$ cat src/rtl/inst_fetch_queue_if.sv
// -----------------------------------------------------------------------------
// inst_fetch_queue_if
// Purpose : Bundles the fetch-return handshake and the decode-side handshake
//           that surround the instruction fetch queue.
// Signals :
//   if_valid / if_pc / if_inst / if_ready  fetch return word and acceptance
//   id_valid / id_ready                    decode handshake on the head entry
//   id_pc / id_inst                        head entry PC and instruction word
//   id_op / id_rs / id_rt / id_funct       decoder field slices of id_inst
//   id_adel                                head PC misaligned (address error)
// Modports:
//   slave  : the queue itself (consumes fetch words, produces decode words)
//   master : the surrounding fetch unit / decoder (or a testbench)
// -----------------------------------------------------------------------------
interface inst_fetch_queue_if;
    logic        if_valid;
    logic [31:0] if_pc;
    logic [31:0] if_inst;
    logic        if_ready;

    logic        id_valid;
    logic        id_ready;
    logic [31:0] id_pc;
    logic [31:0] id_inst;
    logic [5:0]  id_op;
    logic [4:0]  id_rs;
    logic [4:0]  id_rt;
    logic [5:0]  id_funct;
    logic        id_adel;

    modport slave (
        input  if_valid, if_pc, if_inst, id_ready,
        output if_ready, id_valid, id_pc, id_inst,
               id_op, id_rs, id_rt, id_funct, id_adel
    );

    modport master (
        output if_valid, if_pc, if_inst, id_ready,
        input  if_ready, id_valid, id_pc, id_inst,
               id_op, id_rs, id_rt, id_funct, id_adel
    );
endinterface

$ cat src/rtl/inst_fetch_queue.sv
// -----------------------------------------------------------------------------
// inst_fetch_queue
// Purpose : Small circular FIFO between the instruction-side bus return and the
//           ID stage. Decouples fetch latency from decode stalls and supports a
//           single-cycle flush on branch redirect / exception / eret.
// Ports   :
//   clk        system clock, rising edge
//   resetn     asynchronous active-low reset (clears pointers and count)
//   flush      synchronous discard of all entries, highest priority
//   occupancy  current number of valid entries (PTR_W+1 bits)
//   bus        inst_fetch_queue_if.slave: fetch return in, decode head out
// Parameters:
//   DEPTH      number of entries, power of two, >= 2
//   PTR_W      log2(DEPTH)
// -----------------------------------------------------------------------------
module inst_fetch_queue #(
    parameter int DEPTH = 4,
    parameter int PTR_W = 2
) (
    input  logic                  clk,
    input  logic                  resetn,
    input  logic                  flush,
    output logic [PTR_W:0]        occupancy,
    inst_fetch_queue_if.slave     bus
);

    localparam logic [PTR_W:0]   C_DEPTH   = (PTR_W + 1)'(DEPTH);
    localparam logic [PTR_W:0]   C_CNT_ONE = (PTR_W + 1)'(1);
    localparam logic [PTR_W-1:0] C_PTR_ONE = PTR_W'(1);

    // Entry layout: {adel, pc[31:0], inst[31:0]}
    localparam int C_ENTRY_W = 65;

    logic [C_ENTRY_W-1:0] r_mem [DEPTH];
    logic [PTR_W-1:0]     r_wr_ptr;
    logic [PTR_W-1:0]     r_rd_ptr;
    logic [PTR_W:0]       r_count;

    logic                 w_full;
    logic                 w_empty;
    logic                 w_push;
    logic                 w_pop;
    logic                 w_adel_in;
    logic [C_ENTRY_W-1:0] w_head;
    logic [31:0]          w_id_inst;

    // Handshake flags depend only on registered count, never on id_ready,
    // so a full queue refuses a push even when a pop happens the same cycle.
    assign w_full  = (r_count == C_DEPTH);
    assign w_empty = (r_count == '0);

    assign bus.if_ready = ~w_full;
    assign bus.id_valid = ~w_empty;

    // Flush suppresses both sides; the producer must treat its word as dropped.
    assign w_push = bus.if_valid & ~w_full  & ~flush;
    assign w_pop  = bus.id_ready & ~w_empty & ~flush;

    assign w_adel_in = (bus.if_pc[1:0] != 2'b00);

    // Pointer and count state
    always_ff @(posedge clk or negedge resetn) begin
        if (!resetn) begin
            r_wr_ptr <= '0;
            r_rd_ptr <= '0;
            r_count  <= '0;
        end else if (flush) begin
            r_wr_ptr <= '0;
            r_rd_ptr <= '0;
            r_count  <= '0;
        end else begin
            if (w_push) begin
                r_wr_ptr <= r_wr_ptr + C_PTR_ONE;
            end
            if (w_pop) begin
                r_rd_ptr <= r_rd_ptr + C_PTR_ONE;
            end
            case ({w_push, w_pop})
                2'b10:   r_count <= r_count + C_CNT_ONE;
                2'b01:   r_count <= r_count - C_CNT_ONE;
                default: r_count <= r_count;
            endcase
        end
    end

    // Entry storage carries no reset; stale contents are hidden by the
    // empty gating on the head outputs.
    always_ff @(posedge clk) begin
        if (w_push) begin
            r_mem[r_wr_ptr] <= {w_adel_in, bus.if_pc, bus.if_inst};
        end
    end

    // Head read is combinational from rd_ptr; an empty queue presents a NOP
    // at PC 0 so the decoder sees clean zeros rather than stale data.
    assign w_head    = r_mem[r_rd_ptr];
    assign w_id_inst = w_empty ? 32'h0 : w_head[31:0];

    assign bus.id_inst  = w_id_inst;
    assign bus.id_pc    = w_empty ? 32'h0 : w_head[63:32];
    assign bus.id_adel  = w_empty ? 1'b0  : w_head[64];
    assign bus.id_op    = w_id_inst[31:26];
    assign bus.id_rs    = w_id_inst[25:21];
    assign bus.id_rt    = w_id_inst[20:16];
    assign bus.id_funct = w_id_inst[5:0];

    assign occupancy = r_count;

    // Structural invariants of the circular buffer
    a_count_bound: assert property (@(posedge clk) disable iff (!resetn)
        r_count <= C_DEPTH);
    a_ptr_count: assert property (@(posedge clk) disable iff (!resetn)
        PTR_W'(r_wr_ptr - r_rd_ptr) == r_count[PTR_W-1:0]);
    a_no_push_full: assert property (@(posedge clk) disable iff (!resetn)
        !(w_push && w_full));
    a_no_pop_empty: assert property (@(posedge clk) disable iff (!resetn)
        !(w_pop && w_empty));

endmodule

$ cat src/flat_wrapper.sv
// flat-port wrapper written by rule: the top's interface ports become plain ports
module inst_fetch_queue_flat 
#(
    parameter int DEPTH = 4,
    parameter int PTR_W = 2
)
  (clk, resetn, flush, occupancy, bus_if_valid, bus_if_pc, bus_if_inst, bus_id_ready, bus_if_ready, bus_id_valid, bus_id_pc, bus_id_inst, bus_id_op, bus_id_rs, bus_id_rt, bus_id_funct, bus_id_adel);
  inst_fetch_queue_if bus_i ();
  input  logic clk;
  input  logic resetn;
  input  logic flush;
  output logic [PTR_W:0] occupancy;
  input wire logic [$bits(bus_i.if_valid)-1:0] bus_if_valid;
  input wire logic [$bits(bus_i.if_pc)-1:0] bus_if_pc;
  input wire logic [$bits(bus_i.if_inst)-1:0] bus_if_inst;
  input wire logic [$bits(bus_i.id_ready)-1:0] bus_id_ready;
  output wire logic [$bits(bus_i.if_ready)-1:0] bus_if_ready;
  output wire logic [$bits(bus_i.id_valid)-1:0] bus_id_valid;
  output wire logic [$bits(bus_i.id_pc)-1:0] bus_id_pc;
  output wire logic [$bits(bus_i.id_inst)-1:0] bus_id_inst;
  output wire logic [$bits(bus_i.id_op)-1:0] bus_id_op;
  output wire logic [$bits(bus_i.id_rs)-1:0] bus_id_rs;
  output wire logic [$bits(bus_i.id_rt)-1:0] bus_id_rt;
  output wire logic [$bits(bus_i.id_funct)-1:0] bus_id_funct;
  output wire logic [$bits(bus_i.id_adel)-1:0] bus_id_adel;
  assign bus_i.if_valid = bus_if_valid;
  assign bus_i.if_pc = bus_if_pc;
  assign bus_i.if_inst = bus_if_inst;
  assign bus_i.id_ready = bus_id_ready;
  assign bus_if_ready = bus_i.if_ready;
  assign bus_id_valid = bus_i.id_valid;
  assign bus_id_pc = bus_i.id_pc;
  assign bus_id_inst = bus_i.id_inst;
  assign bus_id_op = bus_i.id_op;
  assign bus_id_rs = bus_i.id_rs;
  assign bus_id_rt = bus_i.id_rt;
  assign bus_id_funct = bus_i.id_funct;
  assign bus_id_adel = bus_i.id_adel;
  inst_fetch_queue #(.DEPTH(DEPTH), .PTR_W(PTR_W)) u_core (.clk(clk), .resetn(resetn), .flush(flush), .occupancy(occupancy), .bus(bus_i));
endmodule
$ cat config.mk
export PLATFORM = sky130hd
export DESIGN_NAME = inst_fetch_queue_flat
export DESIGN_NICKNAME = d
export VERILOG_FILES = /design/src/rtl/inst_fetch_queue_if.sv /design/src/rtl/inst_fetch_queue.sv /design/src/flat_wrapper.sv
export SDC_FILE = /design/constraint.sdc
export NUM_CORES = 1
export LEC_CHECK = 0
export CAP_MARGIN = 20
export CORE_ASPECT_RATIO = 0.8
export CORE_MARGIN = 2
export CORE_UTILIZATION = 49
export DETAILED_ROUTE_END_ITERATION = 6
export PLACE_DENSITY = 0.76
export SYNTH_ARGS = -nofsm -noshare
export SYNTH_HDL_FRONTEND = slang
export SYNTH_SLANG_ARGS = --single-unit
$ cat constraint.sdc
create_clock -name clk -period 3.01 [get_ports clk]
set_input_delay 0.602 -clock clk [delete_from_list [all_inputs] [get_ports clk]]
set_output_delay 0.602 -clock clk [all_outputs]
set_load 0.02 [all_outputs]
==> key figures, run 1 <==
Placed design
  • Placed cells: 909
  • GP Congestion: 0.762
  • Buffers on Ports: 160
  • Hpwl dp: 12800 um
  • Worst slack at placement: 0.264 ns

Die
  • Initial Util: 0.495
  • Die Span X: 168 um
  • Ports: 161
  • Die area: 0.0228 sq mm
  • Die Span Y: 135 um
  • Rows: 48
  • CORE AREA: 0.0214 sq mm

Routing
  • # DRC: 0
  • Vias per cell: 5.47
  • WL final: 21200 um
  • Pre-antenna DRT Iters: 5
  • Average wire per standard cell: 21.9 um
  • Vias: 5297
  • Post-route ant nets: 0
  • Drt first-iter violations: 378

Synthesis
  • Leading area contributor after synthesis: edfxtp_1
  • Ys async rst share: 0.0262
  • Synth Register Bits: 267
  • Synth Warn #: 0
  • Synthesized instance count: 500
  • Post-synthesis cell type count: 37
  • Syn nets: 574
  • Post-synth EDFFs: 260
  • Syn avg cell area: 21.2 sq um
  • Synth Flop Type: edfxtp_1
  • Seq/Total Area, Yosys: 0.754
  • Synth top area cells: edfxtp_1, mux4_2, and2_1, buf_4, dfrtp_1
  • Post-synth top area share: 0.738
  • Synthesized area: 0.0106 sq mm

CTS
  • Htree depth: 1
  • Root buf cell: clkbuf_16
  • Later-pin clock latency in the skew report: 0.52 ns
  • CTS max path bufs: 3
  • Clock transition at path regs: 0.06 ns
  • Hold Buf Count CTS: 0
  • TritonCTS clock tree: done
  • Num CTS Buffers: 27
  • CTS sink cnt: 267

Finish
  • Post-Route Utilization: 0.625
  • Finished Layout Cells: 968
  • Fin nets: 746
  • Commonest non-fill, non-tap cell in the layout: edfxtp_1
  • Layout cells sized above 1: 0.215
  • ANT cells: 0
  • Area grow syn2layout: 26.3%
  • Most frequent cells in the layout: edfxtp_1, dlygate4sd2_1, clkdlybuf4s50_1

Setup path
  • Worst reg2reg path startpoint: u_core.occupancy[0]$_DFFE_PN0P_
  • WS Path Type: flip-flop to output port
  • Critical Path RT: 2.41 ns
  • Critical Path Start Type: flip-flop
  • Critical path peak fanout: 11
  • R2R depth: 7
  • Worst R2R End: u_core.occupancy[1]$_DFFE_PN0P_
  • Flop2flop setup slack: 0.70 ns
  • Crit path DAT: 2.32 ns
  • Setup crit end kind: output port

STA
  • Sum Neg Setup Slack: 0 ns
  • Slew headroom: 0.705
  • Final setup vio count: 0
  • Slew at the pin closest to its max-slew limit: 0.431 ns
  • Clk_skew: 0.0103 ns
  • Final period utilization: 0.970
  • RSZ-0062 raised after global routing: false
  • Fmax achieved: 0.343 GHz
  • Final WS setup: 0.0904 ns
  • Count of final hold-check violations: 0
  • Min Tclk post-route: 2.92 ns
  • Max Slew Vio Count: 0

Power and ir drop
  • Tot Pwr: 10.8 mW
  • PD cells: 806 mW/mm^2
  • Worst vdd ir: 495 uV
  • Leak Pwr: 4.63 nW

Global route
  • Gr usage total: 0.188
  • Pin count of the biggest net entering global routing: 52
  • Number of global-route vias before repair: 5798
  • Grt total ovfl: 0
  • Antenna violations before repair: 1
  • Global-route wire length before repair: 32700 um

Job
  • Max cap viols: 0

Worst hold path
  • Hold WC Path Type: primary input to asynchronous set/reset pin

Outcome
  • Status: completed
==> kinds of logic (layout without fill, tap and decap cells) <==
logic type	Yosys count	after routing	synth area share
mux	66	66	0.139
flops	267	267	0.754
buf+inv	56	249	0.0363
simple gates	86	86	0.0495
xor+xnor	2	2	0.00166
fa+ha+maj	5	5	0.00662
compound gates	18	18	0.0122
==> worst max-delay path: stages, from the launching register on <==
cell,delay (ns)
dfrtp_4,0.46
buf_12,0.13
buf_12,0.15
mux4_2,0.49
and2_1,0.22
dlygate4sd2_1,0.34
==> routing by layer <==
layer	GRT usage	part of all wire
met1	0.252	0.43
met2	0.315	0.49
met3	0.0453	0.054
met4	0.0469	0.023
met5	0	0.00061
==> timing repair <==
action / in CTS / in global routing
gates resized for setup: 104 / 0
buffers inserted: 6 / 1
hold endpoints to repair: 0 / 0
gates cloned: 1 / 1
setup endpoints to repair: 87 / 25
==> where the power goes <==
part	internal [mW]	switching, mW
Clock	1.82	1.31
Sequential	4.26	0.0526
Combinational	1.53	1.81
==> layout make-up <==
type                       instances  area (sq um)
fill                            1487          8010
multi-input combinational        177          2240
clock inverter                    17           139
timing repair buffer             193          1940
inverter                           6          22.5
sequential                       267          7990
tap                              275           344
clock buffer                      33           698
==> synthesized netlist by cell type (4+ instances only) <==
cell type / instances
buf_4: 25
nand3_1: 4
a21oi_1: 4
clkbuf_1: 13
buf_12: 4
buf_2: 6
and2_1: 66
and3_1: 4
edfxtp_1: 260
dfrtp_1: 7
inv_1: 6
ha_1: 4
mux4_2: 65
==> through the flow <==
step,area [sq um],hold slack (ns)
finish,13400,0.346
global route,13400,0.351
CTS,13300,0.333
detailed placement,12500,0.609
global placement,12500,0.569
floorplan,10600,0.306
==> worst max path at each step <==
stage                                          from                            to  slack, ns  depth (start not counted)
floorplan           u_core.occupancy[1]$_DFFE_PN0P_  u_core.r_mem[0][0]$_DFFE_PP_       0.53                          4
global placement     u_core.r_rd_ptr[0]$_DFFE_PN0P_                   bus_id_adel       0.30                          4
detailed placement   u_core.r_rd_ptr[0]$_DFFE_PN0P_                  bus_id_pc[7]       0.26                          4
CTS                  u_core.r_rd_ptr[0]$_DFFE_PN0P_                bus_id_inst[2]      -0.01                          5
global route         u_core.r_rd_ptr[0]$_DFFE_PN0P_                  bus_id_pc[7]      0.004                          5
finish               u_core.r_rd_ptr[0]$_DFFE_PN0P_                  bus_id_pc[6]       0.09                          5
==> flip-flops by register name, summed over array words and instances (netlist names) <==
signal            count
u_core.r_mem        260
u_core.occupancy      3
u_core.r_rd_ptr       2
u_core.r_wr_ptr       2
No activity file was read; power rests on OpenSTA's default activity.
==> run 2: changes to the inputs <==
--- a/config.mk
+++ b/config.mk
@@ -14,3 +14,4 @@
 export SYNTH_ARGS = -nofsm -noshare
 export SYNTH_HDL_FRONTEND = slang
 export SYNTH_SLANG_ARGS = --single-unit
+export TNS_END_PERCENT = 50
==> run 2 against run 1 <==
Against the previous run: final cell count decreased by 1.1%; worst hold slack better by 0.021 ns; wire length is 4.5% lower; via count down 0.76%; largest power group unchanged; sequential power is essentially flat; combinational power is 5% lower; critical path depth is 1 lower; utilization decreased by 0.14 points.
==> key figures, run 2 (synthesis gave the netlist of run 1 again) <==
Setup path
  • Max incr delay on CP: 0.53 ns
  • Setup crit end kind: output port
  • Worst path cell trace: buf_12, mux4_2, and2_1, dlygate4sd2_1
  • Crit path max-delay cell type: dfrtp_4
  • Critical Path Start Type: flip-flop
  • WS Path Type: flip-flop to output port
  • Critical path peak fanout: 16
  • Critical Path RT: 2.41 ns
  • Crit path DAT: 2.33 ns

CTS
  • CTS max path bufs: 3
  • Later-pin clock latency in the skew report: 0.52 ns
  • Num CTS Buffers: 26
  • Root buf cell: clkbuf_16
  • Clock transition at path regs: 0.06 ns
  • CTS sink cnt: 267
  • Htree depth: 1
  • TritonCTS clock tree: done

Placed design
  • DP Area: 0.0125 sq mm
  • Hpwl dp: 12300 um
  • GP Congestion: 0.682
  • Buffers on Ports: 160

Power and ir drop
  • Tot Pwr: 10.8 mW
  • PD cells: 810 mW/mm^2
  • Leak Pwr: 4.63 nW
  • Worst vdd ir: 527 uV

STA
  • Fmax achieved: 0.341 GHz
  • RSZ-0062 raised after global routing: true
  • Slew headroom: 0.697
  • Sum Neg Setup Slack: 0 ns
  • Clk_skew: 0.0160 ns
  • Count of final hold-check violations: 0
  • Final setup vio count: 0
  • Max Slew Vio Count: 0
  • Final period utilization: 0.974
  • Min Tclk post-route: 2.93 ns
  • Slew at the pin closest to its max-slew limit: 0.443 ns

Outcome
  • Status: completed

Die
  • CORE AREA: 0.0214 sq mm
  • Rows: 48
  • Initial Util: 0.495
  • Die Span X: 168 um
  • Die Span Y: 135 um
  • Die area: 0.0228 sq mm
  • Ports: 161

Global route
  • Antenna violations before repair: 0
  • Global-route wire length before repair: 31000 um
  • Number of global-route vias before repair: 5549
  • Grt total ovfl: 0
  • Gr usage total: 0.178
  • Pin count of the biggest net entering global routing: 41

Finish
  • Max FFs per register: 260
  • Most frequent cells in the layout: edfxtp_1, dlygate4sd2_1, clkdlybuf4s50_1
  • Design area: 0.0133 sq mm
  • Post-Route Utilization: 0.624
  • Filler instances: 1535
  • Commonest non-fill, non-tap cell in the layout: edfxtp_1
  • Area grow syn2layout: 26.0%
  • Fin nets: 737
  • Biggest register: u_core.r_mem
  • Layout cells sized above 1: 0.203

Routing
  • WL final: 20200 um
  • Post-route ant nets: 0
  • # DRC: 0
  • Vias per cell: 5.49
  • Vias: 5257
  • Drt first-iter violations: 467
  • Pre-antenna DRT Iters: 4
  • Average wire per standard cell: 21.1 um

Job
  • Max cap viols: 0

Worst hold path
  • Hold WC Path Type: primary input to asynchronous set/reset pin
run 2: power breakdown:
part	total [mW]	switching [mW]	internal, mW
combinational	3.18	1.74	1.44
clock	3.30	1.28	2.02
sequential	4.33	0.0710	4.26
total	10.8	3.09	7.72
run 2: path summary, 6_finish.rpt:
check,from,end,slack [ns],cells after the start
max in group asynchronous,resetn,u_core.r_rd_ptr[0]$_DFFE_PN0P_,2.33,1
min in group clk,u_core.r_wr_ptr[0]$_DFFE_PN0P_,u_core.r_wr_ptr[0]$_DFFE_PN0P_,0.62,2
max reg2reg,u_core.occupancy[0]$_DFFE_PN0P_,u_core.occupancy[1]$_DFFE_PN0P_,0.65,7
min,resetn,u_core.occupancy[0]$_DFFE_PN0P_,0.37,1
max,u_core.r_rd_ptr[0]$_DFFE_PN0P_,bus_id_pc[6],0.08,4
min reg2reg,u_core.r_wr_ptr[0]$_DFFE_PN0P_,u_core.r_wr_ptr[0]$_DFFE_PN0P_,0.62,2
run 2: final cells by class:
type | count | area, sq um | area share
well taps | 275 | 344 | 0.0258
clock inverters | 11 | 151 | 0.0114
diodes | 1 | 2.50 | 0.000188
clock buffers | 35 | 726 | 0.0544
inverters | 6 | 22.5 | 0.00169
flip-flops and latches | 267 | 7990 | 0.599
repair buffers | 185 | 1860 | 0.139
multi-input cells | 177 | 2240 | 0.168
run 2: critical path, delay by kind of cell, from the launching register on:
| family | cells | cell delay (ns) |
|---|---|---|
| buf+inv | 2 | 0.54 |
| flops | 1 | 0.53 |
| mux | 1 | 0.52 |
| simple gates | 1 | 0.21 |
run 2: through the flow:
stage          hold WS, ns  setup slack, ns  std cells
6_report             0.367           0.0797        957
5_1_grt              0.375         -0.00665        956
4_1_cts              0.353           0.0589        956
3_5_place_dp         0.604            0.305        908
3_3_place_gp         0.570            0.327        908
2_1_floorplan        0.306           -0.193        500
run 2: routing by layer:
layer | up-vias | track usage | share of wire
met5 | - | 0 | 0
met4 | 0 | 0.0426 | 0.020
met3 | 30 | 0.0342 | 0.056
met2 | 176 | 0.293 | 0.49
met1 | 2735 | 0.251 | 0.44
li1 | 2316 | - | -
run 2: timing repair:
action / 4_1_cts / 5_1_grt
gates resized for setup: 88 / 1
hold buffers: 0 / 0
pin swaps: 0 / 0
setup endpoints to repair: 87 / 4
setup buffers: 2 / 0
==> run 3: changes to the inputs <==
--- a/config.mk
+++ b/config.mk
@@ -9,8 +9,10 @@
 export CORE_ASPECT_RATIO = 0.8
 export CORE_MARGIN = 2
 export CORE_UTILIZATION = 49
+export CTS_CLUSTER_DIAMETER = 80
 export DETAILED_ROUTE_END_ITERATION = 6
 export PLACE_DENSITY = 0.76
+export SETUP_SLACK_MARGIN = 0.5
 export SYNTH_ARGS = -nofsm -noshare
 export SYNTH_HDL_FRONTEND = slang
 export SYNTH_SLANG_ARGS = --single-unit
==> run 3 against run 2 <==
Against the previous run: count of clock-buffer cells in the layout stayed put; die area is the same; sequential share of layout area down 1.1 points; register-to-register slack barely moved; final area grew 1.9%; critical path depth grew 1; power grew 5.1%; highest routed layer unchanged; critical path type unchanged.
==> key figures, run 3 (synthesis gave the netlist of run 1 again) <==
Power and ir drop
  • Leak Pwr: 4.69 nW
  • PD cells: 836 mW/mm^2
  • Worst vdd ir: 528 uV

Setup path
  • Worst setup endpoint: bus_id_inst[11]
  • Setup crit end kind: output port
  • Crit path DAT: 2.27 ns
  • Flop2flop setup slack: 0.64 ns
  • Critical path launch point: u_core.r_rd_ptr[0]$_DFFE_PN0P_
  • Worst reg2reg path startpoint: u_core.occupancy[0]$_DFFE_PN0P_
  • WS Path Type: flip-flop to output port
  • Worst R2R End: u_core.occupancy[1]$_DFFE_PN0P_
  • Critical path peak fanout: 7
  • Critical Path RT: 2.41 ns
  • Critical Path Start Type: flip-flop
  • R2R depth: 7

STA
  • Sum Neg Setup Slack: 0 ns
  • Slew headroom: 0.686
  • Max Slew Vio Count: 0
  • Min Tclk post-route: 2.87 ns
  • Slew at the pin closest to its max-slew limit: 0.459 ns
  • Fmax achieved: 0.348 GHz
  • Final period utilization: 0.954
  • Final setup vio count: 0
  • RSZ-0062 raised after global routing: true
  • Count of final hold-check violations: 0
  • Clk_skew: 0.0145 ns

Finish
  • Commonest non-fill, non-tap cell in the layout: edfxtp_1
  • Max FFs per register: 260
  • Fin nets: 755
  • Most frequent cells in the layout: edfxtp_1, clkdlybuf4s50_1, mux4_2
  • ANT cells: 0
  • Biggest register: u_core.r_mem
  • Area grow syn2layout: 28.4%
  • Design area: 0.0136 sq mm
  • Layout cells sized above 1: 0.346

Die
  • Ports: 161
  • Die Span Y: 135 um
  • Initial Util: 0.495
  • Rows: 48
  • CORE AREA: 0.0214 sq mm
  • Die Span X: 168 um
  • Die area: 0.0228 sq mm

Routing
  • Average wire per standard cell: 21.6 um
  • WL final: 21000 um
  • Vias per cell: 5.48
  • Vias: 5336
  • Post-route ant nets: 0
  • Drt first-iter violations: 432
  • Pre-antenna DRT Iters: 4
  • # DRC: 0

CTS
  • CTS sink cnt: 267
  • Later-pin clock latency in the skew report: 0.52 ns
  • Root buf cell: clkbuf_16
  • TritonCTS clock tree: done
  • Htree depth: 1
  • Num CTS Buffers: 26
  • Hold Buf Count CTS: 0
  • CTS max path bufs: 3
  • Clock transition at path regs: 0.07 ns

Global route
  • Global-route wire length before repair: 31900 um
  • Antenna violations before repair: 0
  • Pin count of the biggest net entering global routing: 41
  • Gr usage total: 0.183
  • Grt total ovfl: 0
  • Number of global-route vias before repair: 5646

Outcome
  • Status: completed

Placed design
  • Buffers on Ports: 160
  • Hpwl dp: 12300 um
  • GP Congestion: 0.682
  • DP Area: 0.0125 sq mm

Job
  • Max cap viols: 0

Worst hold path
  • Hold WC Path Type: primary input to asynchronous set/reset pin
-- run 3: cell count changes in the layout (fill, tap and decap cells not counted), sizes merged --
cell | before | now
buf | 25 | 103
clkbuf | 35 | 38
clkdlybuf4s50 | 73 | 72
diode | 1 | 0
dlygate4sd2 | 87 | 25
-- run 3: cell type report --
| type | count | area [sq um] |
|---|---|---|
| fillers | 1483 | 7790 |
| inverters | 6 | 22.5 |
| well taps | 275 | 344 |
| clock buffers | 35 | 726 |
| repair buffers | 203 | 2050 |
| multi-input cells | 177 | 2300 |
| flip-flops and latches | 267 | 7990 |
| clock inverters | 11 | 151 |
-- run 3: stage by stage --
stage | worst slack [ns] | power, mW | utilization | hold slack [ns] | cells
6_report | 0.139 | 11.4 | 0.635 | 0.373 | 974
5_1_grt | 0.0866 | 11.8 | 0.635 | 0.378 | 974
4_1_cts | 0.137 | 11.2 | 0.628 | 0.353 | 968
3_5_place_dp | 0.305 | 7.98 | 0.587 | 0.604 | 908
3_3_place_gp | 0.327 | 7.93 | 0.587 | 0.570 | 908
2_1_floorplan | -0.193 | 6.61 | - | 0.306 | 500
-- run 3: worst min path at each step --
stage,endpoint,start,cells after the start
2_1_floorplan,u_core.occupancy[0]$_DFFE_PN0P_,resetn,0
3_3_place_gp,u_core.r_wr_ptr[1]$_DFFE_PN0P_,u_core.r_wr_ptr[1]$_DFFE_PN0P_,2
3_5_place_dp,u_core.r_wr_ptr[0]$_DFFE_PN0P_,u_core.r_wr_ptr[0]$_DFFE_PN0P_,2
4_1_cts,u_core.occupancy[0]$_DFFE_PN0P_,resetn,1
5_1_grt,u_core.occupancy[0]$_DFFE_PN0P_,resetn,1
6_report,u_core.occupancy[0]$_DFFE_PN0P_,resetn,1
-- run 3: metal layers --
layer | part of all wire | global-route usage
met1 | 0.44 | 0.258
met2 | 0.49 | 0.303
met3 | 0.052 | 0.0345
met4 | 0.018 | 0.0431
met5 | 0 | 0
-- run 3: where the power goes --
| group | total [mW] | internal, mW | switching, mW |
|---|---|---|---|
| registers | 4.32 | 4.26 | 0.0613 |
| clock network | 3.31 | 2.02 | 1.28 |
| logic | 3.74 | 1.86 | 1.88 |
-- run 3: critical path, stage by stage, from the launching register on --
cell and delay, ns:
dfrtp_4 0.52, buf_12 0.16, buf_4 0.12, mux4_2 0.47, and2_1 0.16, dlygate4sd2_1 0.31
-- run 3: timing repair --
action                     in CTS  in global routing
cloned                          2                  3
hold endpoints to repair        0                  0
setup endpoints to repair      89                 90
resized for setup             288                 70
buffers inserted               12                  3
